**src/rtl/fp_div_pkg.sv**
```systemverilog
// fp_div_pkg: shared FSM state type, single-precision constants and divider sizing.
package fp_div_pkg;
  typedef enum logic [1:0] {IDLE, LOAD, DIVIDE, NORM} state_t;
  localparam int EXP_BIAS = 127;
  localparam int QUOT_BITS = 26;
  localparam logic [31:0] FP_ZERO = 32'h0000_0000;
  localparam logic [31:0] FP_INF = 32'h7F80_0000;
  localparam logic [31:0] FP_QNAN = 32'h7FC0_0000;
endpackage

```
**src/rtl/fp_div_mant_core.sv**
```systemverilog
// fp_div_mant_core: restoring mantissa divider, one quotient bit per step.
// Ports: clk, rst (async active-low), load (capture operands, clear quotient),
//        step (retire one quotient bit), dividend/divisor (hidden-1 mantissas),
//        quot (quotient bits, MSB has weight 1), rem (partial remainder, left-shifted).
// The dividend must be below twice the divisor, which holds for normalised mantissas.
module fp_div_mant_core
  import fp_div_pkg::*;
#(
  parameter int MW = 24,
  parameter int QB = QUOT_BITS
) (
  input  logic          clk,
  input  logic          rst,
  input  logic          load,
  input  logic          step,
  input  logic [MW-1:0] dividend,
  input  logic [MW-1:0] divisor,
  output logic [QB-1:0] quot,
  output logic [MW:0]   rem
);
  logic [MW-1:0] dvs;
  logic [MW:0] diff;
  logic ge;
  assign ge = rem >= {1'b0, dvs};
  assign diff = rem - {1'b0, dvs};
  always_ff @(posedge clk or negedge rst) begin
    if (!rst) begin
      dvs <= '0;
      rem <= '0;
      quot <= '0;
    end else if (load) begin
      dvs <= divisor;
      rem <= {1'b0, dividend};
      quot <= '0;
    end else if (step) begin
      rem <= (ge ? diff : rem) << 1;
      quot <= {quot[QB-2:0], ge};
    end
  end
endmodule

```
**src/rtl/floating_point_divider_sequential.sv**
```systemverilog
// floating_point_divider_sequential: fixed 28-cycle IEEE-754 single-precision divider.
// Ports: clk, rst (async active-low), start (accepted only when idle), a/b (dividend/divisor),
//        busy, done (one-cycle pulse), result (held until next done), overflow, div_by_zero.
// Build option: FPDIV_ROUND_EN selects round-to-nearest-even; otherwise the fraction is truncated.
// Denormal inputs are flushed to zero; exponent 255 is treated as an ordinary exponent.
module floating_point_divider_sequential
  import fp_div_pkg::*;
#(
  parameter int EXP_W = 8,
  parameter int FRAC_W = 23
) (
  input  logic                    clk,
  input  logic                    rst,
  input  logic                    start,
  input  logic [EXP_W+FRAC_W:0]   a,
  input  logic [EXP_W+FRAC_W:0]   b,
  output logic                    busy,
  output logic                    done,
  output logic [EXP_W+FRAC_W:0]   result,
  output logic                    overflow,
  output logic                    div_by_zero
);
  localparam int W = 1 + EXP_W + FRAC_W;
  localparam int MW = FRAC_W + 1;
  localparam int QB = FRAC_W + 3;
  localparam int CW = $clog2(QB);
  localparam int EXP_MAX = (1 << EXP_W) - 2;
`ifdef FPDIV_ROUND_EN
  localparam logic RND_EN = 1'b1;
`else
  localparam logic RND_EN = 1'b0;
`endif
  state_t state, state_nxt;
  logic [CW-1:0] cnt;
  logic [W-1:0] a_q, b_q;
  logic [QB-1:0] quot;
  logic [MW:0] rem;
  logic [EXP_W-1:0] ea, eb;
  logic a_zero, b_zero, sign, hi, guard, sticky, rnd, carry, out_range;
  logic [FRAC_W-1:0] frac_t, frac_r;
  logic signed [EXP_W+1:0] exp_t, exp_r;
  logic [W-1:0] res_nxt;
  assign state_nxt = state == IDLE ? (start ? LOAD : IDLE) :
                     state == LOAD ? DIVIDE :
                     state == DIVIDE ? (cnt == CW'(QB - 1) ? NORM : DIVIDE) : IDLE;
  assign busy = state != IDLE;
  always_ff @(posedge clk or negedge rst) begin
    if (!rst) begin
      state <= IDLE;
      cnt <= '0;
      a_q <= '0;
      b_q <= '0;
      done <= 1'b0;
      result <= '0;
      overflow <= 1'b0;
      div_by_zero <= 1'b0;
    end else begin
      state <= state_nxt;
      cnt <= state == DIVIDE ? cnt + 1'b1 : '0;
      done <= state == NORM;
      if (state == IDLE && start) begin
        a_q <= a;
        b_q <= b;
      end
      if (state == NORM) begin
        result <= res_nxt;
        overflow <= !a_zero && !b_zero && out_range;
        div_by_zero <= b_zero;
      end
    end
  end
  fp_div_mant_core #(.MW(MW), .QB(QB)) u_core (
    .clk(clk),
    .rst(rst),
    .load(state == LOAD),
    .step(state == DIVIDE),
    .dividend({1'b1, a_q[FRAC_W-1:0]}),
    .divisor({1'b1, b_q[FRAC_W-1:0]}),
    .quot(quot),
    .rem(rem)
  );
  assign ea = a_q[W-2:FRAC_W];
  assign eb = b_q[W-2:FRAC_W];
  assign a_zero = ea == '0;
  assign b_zero = eb == '0;
  assign sign = a_q[W-1] ^ b_q[W-1];
  // A quotient below 1.0 always has its next bit set, so one left shift normalises it.
  assign hi = quot[QB-1];
  assign frac_t = hi ? quot[QB-2:2] : quot[QB-3:1];
  assign guard = hi ? quot[1] : quot[0];
  assign sticky = (hi & quot[0]) | (|rem);
  assign exp_t = $signed({2'b00, ea}) - $signed({2'b00, eb}) + (EXP_W+2)'(EXP_BIAS) - (EXP_W+2)'(!hi);
  assign rnd = RND_EN & guard & (sticky | frac_t[0]);
  // An all-ones fraction rounding up becomes 1.0 at the next exponent.
  assign {carry, frac_r} = {1'b0, frac_t} + {{FRAC_W{1'b0}}, rnd};
  assign exp_r = exp_t + $signed({{(EXP_W+1){1'b0}}, carry});
  assign out_range = exp_r < 1 || exp_r > EXP_MAX;
  assign res_nxt = b_zero ? (a_zero ? FP_QNAN[W-1:0] : {sign, FP_INF[W-2:0]}) :
                   a_zero ? {sign, FP_ZERO[W-2:0]} : {sign, exp_r[EXP_W-1:0], frac_r};
endmodule

```
**config.mk**
```make
export PLATFORM = sky130hd
export DESIGN_NAME = floating_point_divider_sequential
export DESIGN_NICKNAME = d
export VERILOG_FILES = /design/src/rtl/fp_div_pkg.sv /design/src/rtl/fp_div_mant_core.sv /design/src/rtl/floating_point_divider_sequential.sv
export SDC_FILE = /design/constraint.sdc
export NUM_CORES = 1
export LEC_CHECK = 0
export CAP_MARGIN = 10
export CELL_PAD_IN_SITES_DETAIL_PLACEMENT = 1
export CELL_PAD_IN_SITES_GLOBAL_PLACEMENT = 1
export CORE_MARGIN = 3
export CORE_UTILIZATION = 40
export CTS_CLUSTER_DIAMETER = 80
export DETAILED_ROUTE_END_ITERATION = 12
export GPL_TIMING_DRIVEN = 0
export PLACE_DENSITY_LB_ADDON = 0.1
export SLEW_MARGIN = 0
export SYNTH_ARGS = -nofsm -noshare
export SYNTH_HDL_FRONTEND = slang
export SYNTH_SLANG_ARGS = --single-unit
```
**constraint.sdc**
```tcl
create_clock -name clk -period 4.4 [get_ports clk]
set_input_delay 0.66 -clock clk [delete_from_list [all_inputs] [get_ports clk]]
set_output_delay 0.66 -clock clk [all_outputs]
set_load 0.01 [all_outputs]
```
==> parameters.txt <==
Parameter                              Value

Run status
  Outcome ... completed

Finish
  Most frequent cells in the layout ... sky130_fd_sc_hd__dfrtp_1, sky130_fd_sc_hd__inv_1, sky130_fd_sc_hd__clkdlybuf4s50_1, sky130_fd_sc_hd__o21ai_0, sky130_fd_sc_hd__mux2_2
  Synthesis-to-finish area growth ... 21.4%
  Number of cells in the finished layout apart from fillers ... 1396
  Most common cell after layout, fill and taps aside ... sky130_fd_sc_hd__dfrtp_1
  Net total in the final layout ... 1180
  Number of fill cells in the layout ... 2663
  Antenna diode instance count ... 0
  Ratio of cells with drive above 1 in the final layout ... 0.108
  Final standard cell utilization of the core ... 0.496

CTS
  Clock tree root driver cell ... sky130_fd_sc_hd__clkbuf_16
  Number of buffers added to fix hold violations after cts ... 0
  Count of clock tree sinks ... 181
  Worst-skew pair later-pin latency ... 0.43 ns
  Clock transition at the registers of the reported paths ... 0.08 ns
  H-tree depth reported by CTS ... 4
  TritonCTS Buffers ... 17
  Longest Clk Path Bufs ... 2
  Clock tree from TritonCTS ... done
  Number of buffers inserted by post-CTS setup repair ... 0
  CTS-repair resized insts ... 0

Yosys
  Number of distinct library cells after synthesis ... 60
  Yosys Warn Count ... 0
  Post-synth top flop ... sky130_fd_sc_hd__dfrtp_1
  Share of synthesized registers carrying an async set or reset ... 1.00
  Portion of synthesized cell area occupied by the leading cell type ... 0.471
  Post-synthesis average cell area ... 10.2 um2
  Leading post-synthesis cells by cell area ... sky130_fd_sc_hd__dfrtp_1, sky130_fd_sc_hd__mux2_2, sky130_fd_sc_hd__ha_1
  Cell taking the most area after synthesis ... sky130_fd_sc_hd__dfrtp_1
  Total standard cell area after synthesis ... 0.00961 mm2
  Synthesized flop and latch total ... 181
  Post-synthesis instance total ... 942
  Synth Net Count ... 1058
  Count of flip-flops with a built-in enable after synthesis ... 0
  Share of the yosys chip area belonging to registers ... 0.471

Floorplan
  Starting density of the core ... 0.408
  Core box area ... 0.0235 mm2
  DIE AREA ... 0.0259 mm2
  Row Count ... 56
  Vertical die dimension ... 161 um
  Die outline width ... 161 um
  Number of top-level pins ... 103

Setup path
  Capture point of the worst reg-to-reg path ... overflow
  Length in cells of the worst reg-to-reg path ... 15
  Levels on crit path ... 15
  CP max FO ... 3
  Crit-path max cell delay ... 0.56 ns
  Critical Path Sink ... overflow
  Critical R2R Launch ... a_q[23]
  CP startpoint kind ... register
  Family of cells with the greatest summed delay on the critical path ... compound AO/OA/AOI/OAI gates
  CP arrival ... 4.01 ns
  Slack of the worst reg-to-reg path ... 0.73 ns
  Setup Crit Path Kind ... reg2reg
  Critical Path RT ... 4.74 ns
  Slowest library cell on the worst path ... sky130_fd_sc_hd__or4_1
  Cell chain of the critical path ... inv_1 -> ha_1 -> inv_1 -> fa_1 -> xor2_1 -> inv_1 -> ha_1 -> a21o_1 -> a21oi_1 -> o21bai_1 -> a21oi_1 -> xnor2_1 -> or4_1 -> o21a_1 -> a32oi_1
  Origin of the worst setup path ... a_q[23]
  CP dominant cell by count ... sky130_fd_sc_hd__inv_1
  CP Buf/Inv Count ... 3
  Crit end category ... register

Global route
  Number of global-route vias before repair ... 7755
  Global-route wire length before repair ... 40600 um
  Maximum number of pins on one net before global-route repair ... 98
  Overall track demand over capacity in global routing ... 0.193
  Antenna violations before repair ... 0
  Grt ovf ... 0

Timing
  Accumulated negative setup slack ... 0 ns
  Number of pins with negative max-slew slack in the final report ... 0
  RSZ-0062 raised after global routing ... no
  Achievable frequency ... 273 MHz
  Final setup viols ... 0
  Slew at the pin closest to its max-slew limit ... 0.744 ns
  Minimum clock period ... 3.67 ns
  Setup clock skew after layout ... 0.0114 ns
  Worst relative slew slack ... 0.504
  Count of final hold-check violations ... 0
  Post-route fraction of the period consumed by the critical path ... 0.833

Flow run
  Max-cap check violation count ... 0

Detailed routing
  Routed WL ... 24500 um
  Ratio of routed vias to standard cells ... 5.22
  # DRC ... 0
  Number of vias in the routed layout ... 7293
  Routed length per placed instance ... 17.6 um
  Violation count after the first detailed-route iteration ... 316
  Number of nets still failing antenna checks after routing ... 0
  Number of search-and-repair iterations in the first detailed-routing pass ... 4

Placement
  Port Buffers ... 102
  Dpl hpwl ... 18100 um
  Routability congestion estimate from global placement ... 0.812
  Cell count after placement ... 1364

Min path
  Kind of path behind the tightest hold check ... in2async
cells by family after synthesis:
| group | share of synthesized area |
|---|---|
| compound gates | 0.148 |
| xor+xnor | 0.0301 |
| fa+ha+maj | 0.0661 |
| buf+inv | 0.0629 |
| flops | 0.471 |
| mux | 0.119 |
| simple gates | 0.102 |
worst min path at each step:
stage	from	to	slack (ns)	depth (start not counted)
2_1_floorplan	rst	a_q[0]	0.36	0
3_3_place_gp	u_core.dvs[23]	u_core.dvs[23]	0.46	1
3_5_place_dp	u_core.dvs[23]	u_core.dvs[23]	0.45	1
4_1_cts	rst	a_q[25]	0.23	1
5_1_grt	rst	a_q[25]	0.24	1
6_report	rst	a_q[25]	0.18	1
cells in the mapped netlist (all sizes together), types with 4 or more instances:
cell    instances
and2            5
xor2           12
o211ai          5
o21bai          5
dfrtp         181
a211oi         10
a21oi          49
nor3            7
o21a            5
o31ai           6
nand4           4
ha             46
o21ai          82
or4             4
inv           105
a221oi          5
nor2b          15
o22ai          23
a31oi          13
and3            4
nand3          12
buf             9
nand3b         30
a21o           10
nand2b          5
clkbuf         39
xnor2          21
mux2           66
nor2           28
nand2          62
mux2i          40
per-layer routing:
metal / GRT usage / up-vias / part of all wire
li1: - / 3541 / -
met2: 0.344 / 88 / 0.51
met1: 0.253 / 3646 / 0.46
met5: 0 / - / 0
met4: 0.0383 / 0 / 0.0090
met3: 0.0298 / 18 / 0.026
flip-flops by register name (all words and copies together) (netlist names):
name,cells
state,2
b_q,32
a_q,32
u_core.rem,25
u_core.quot,26
done,1
u_core.dvs,24
div_by_zero,1
cnt,5
overflow,1
result,32
cell type report:
cell class | instances | area [um2] | area share
Inverter | 105 | 394 | 0.0338
Buffer | 48 | 210 | 0.0180
Sequential cell | 181 | 4530 | 0.388
Tap cell | 319 | 399 | 0.0342
Timing Repair Buffer | 103 | 1050 | 0.0903
Multi-Input combinational cell | 608 | 4480 | 0.384
Clock inverter | 14 | 165 | 0.0142
Clock buffer | 18 | 439 | 0.0376
stage by stage:
stage	hold slack [ns]	setup WS, ns	instance area, um2
2_1_floorplan	0.364	1.11	9610
3_3_place_gp	0.455	-5.17	11000
3_5_place_dp	0.453	0.769	11100
4_1_cts	0.231	0.696	11700
5_1_grt	0.244	0.439	11700
6_report	0.181	0.734	11700
Power is not shown: default switching activity piles up to over one toggle a cycle in this logic, so the estimate is an artifact.
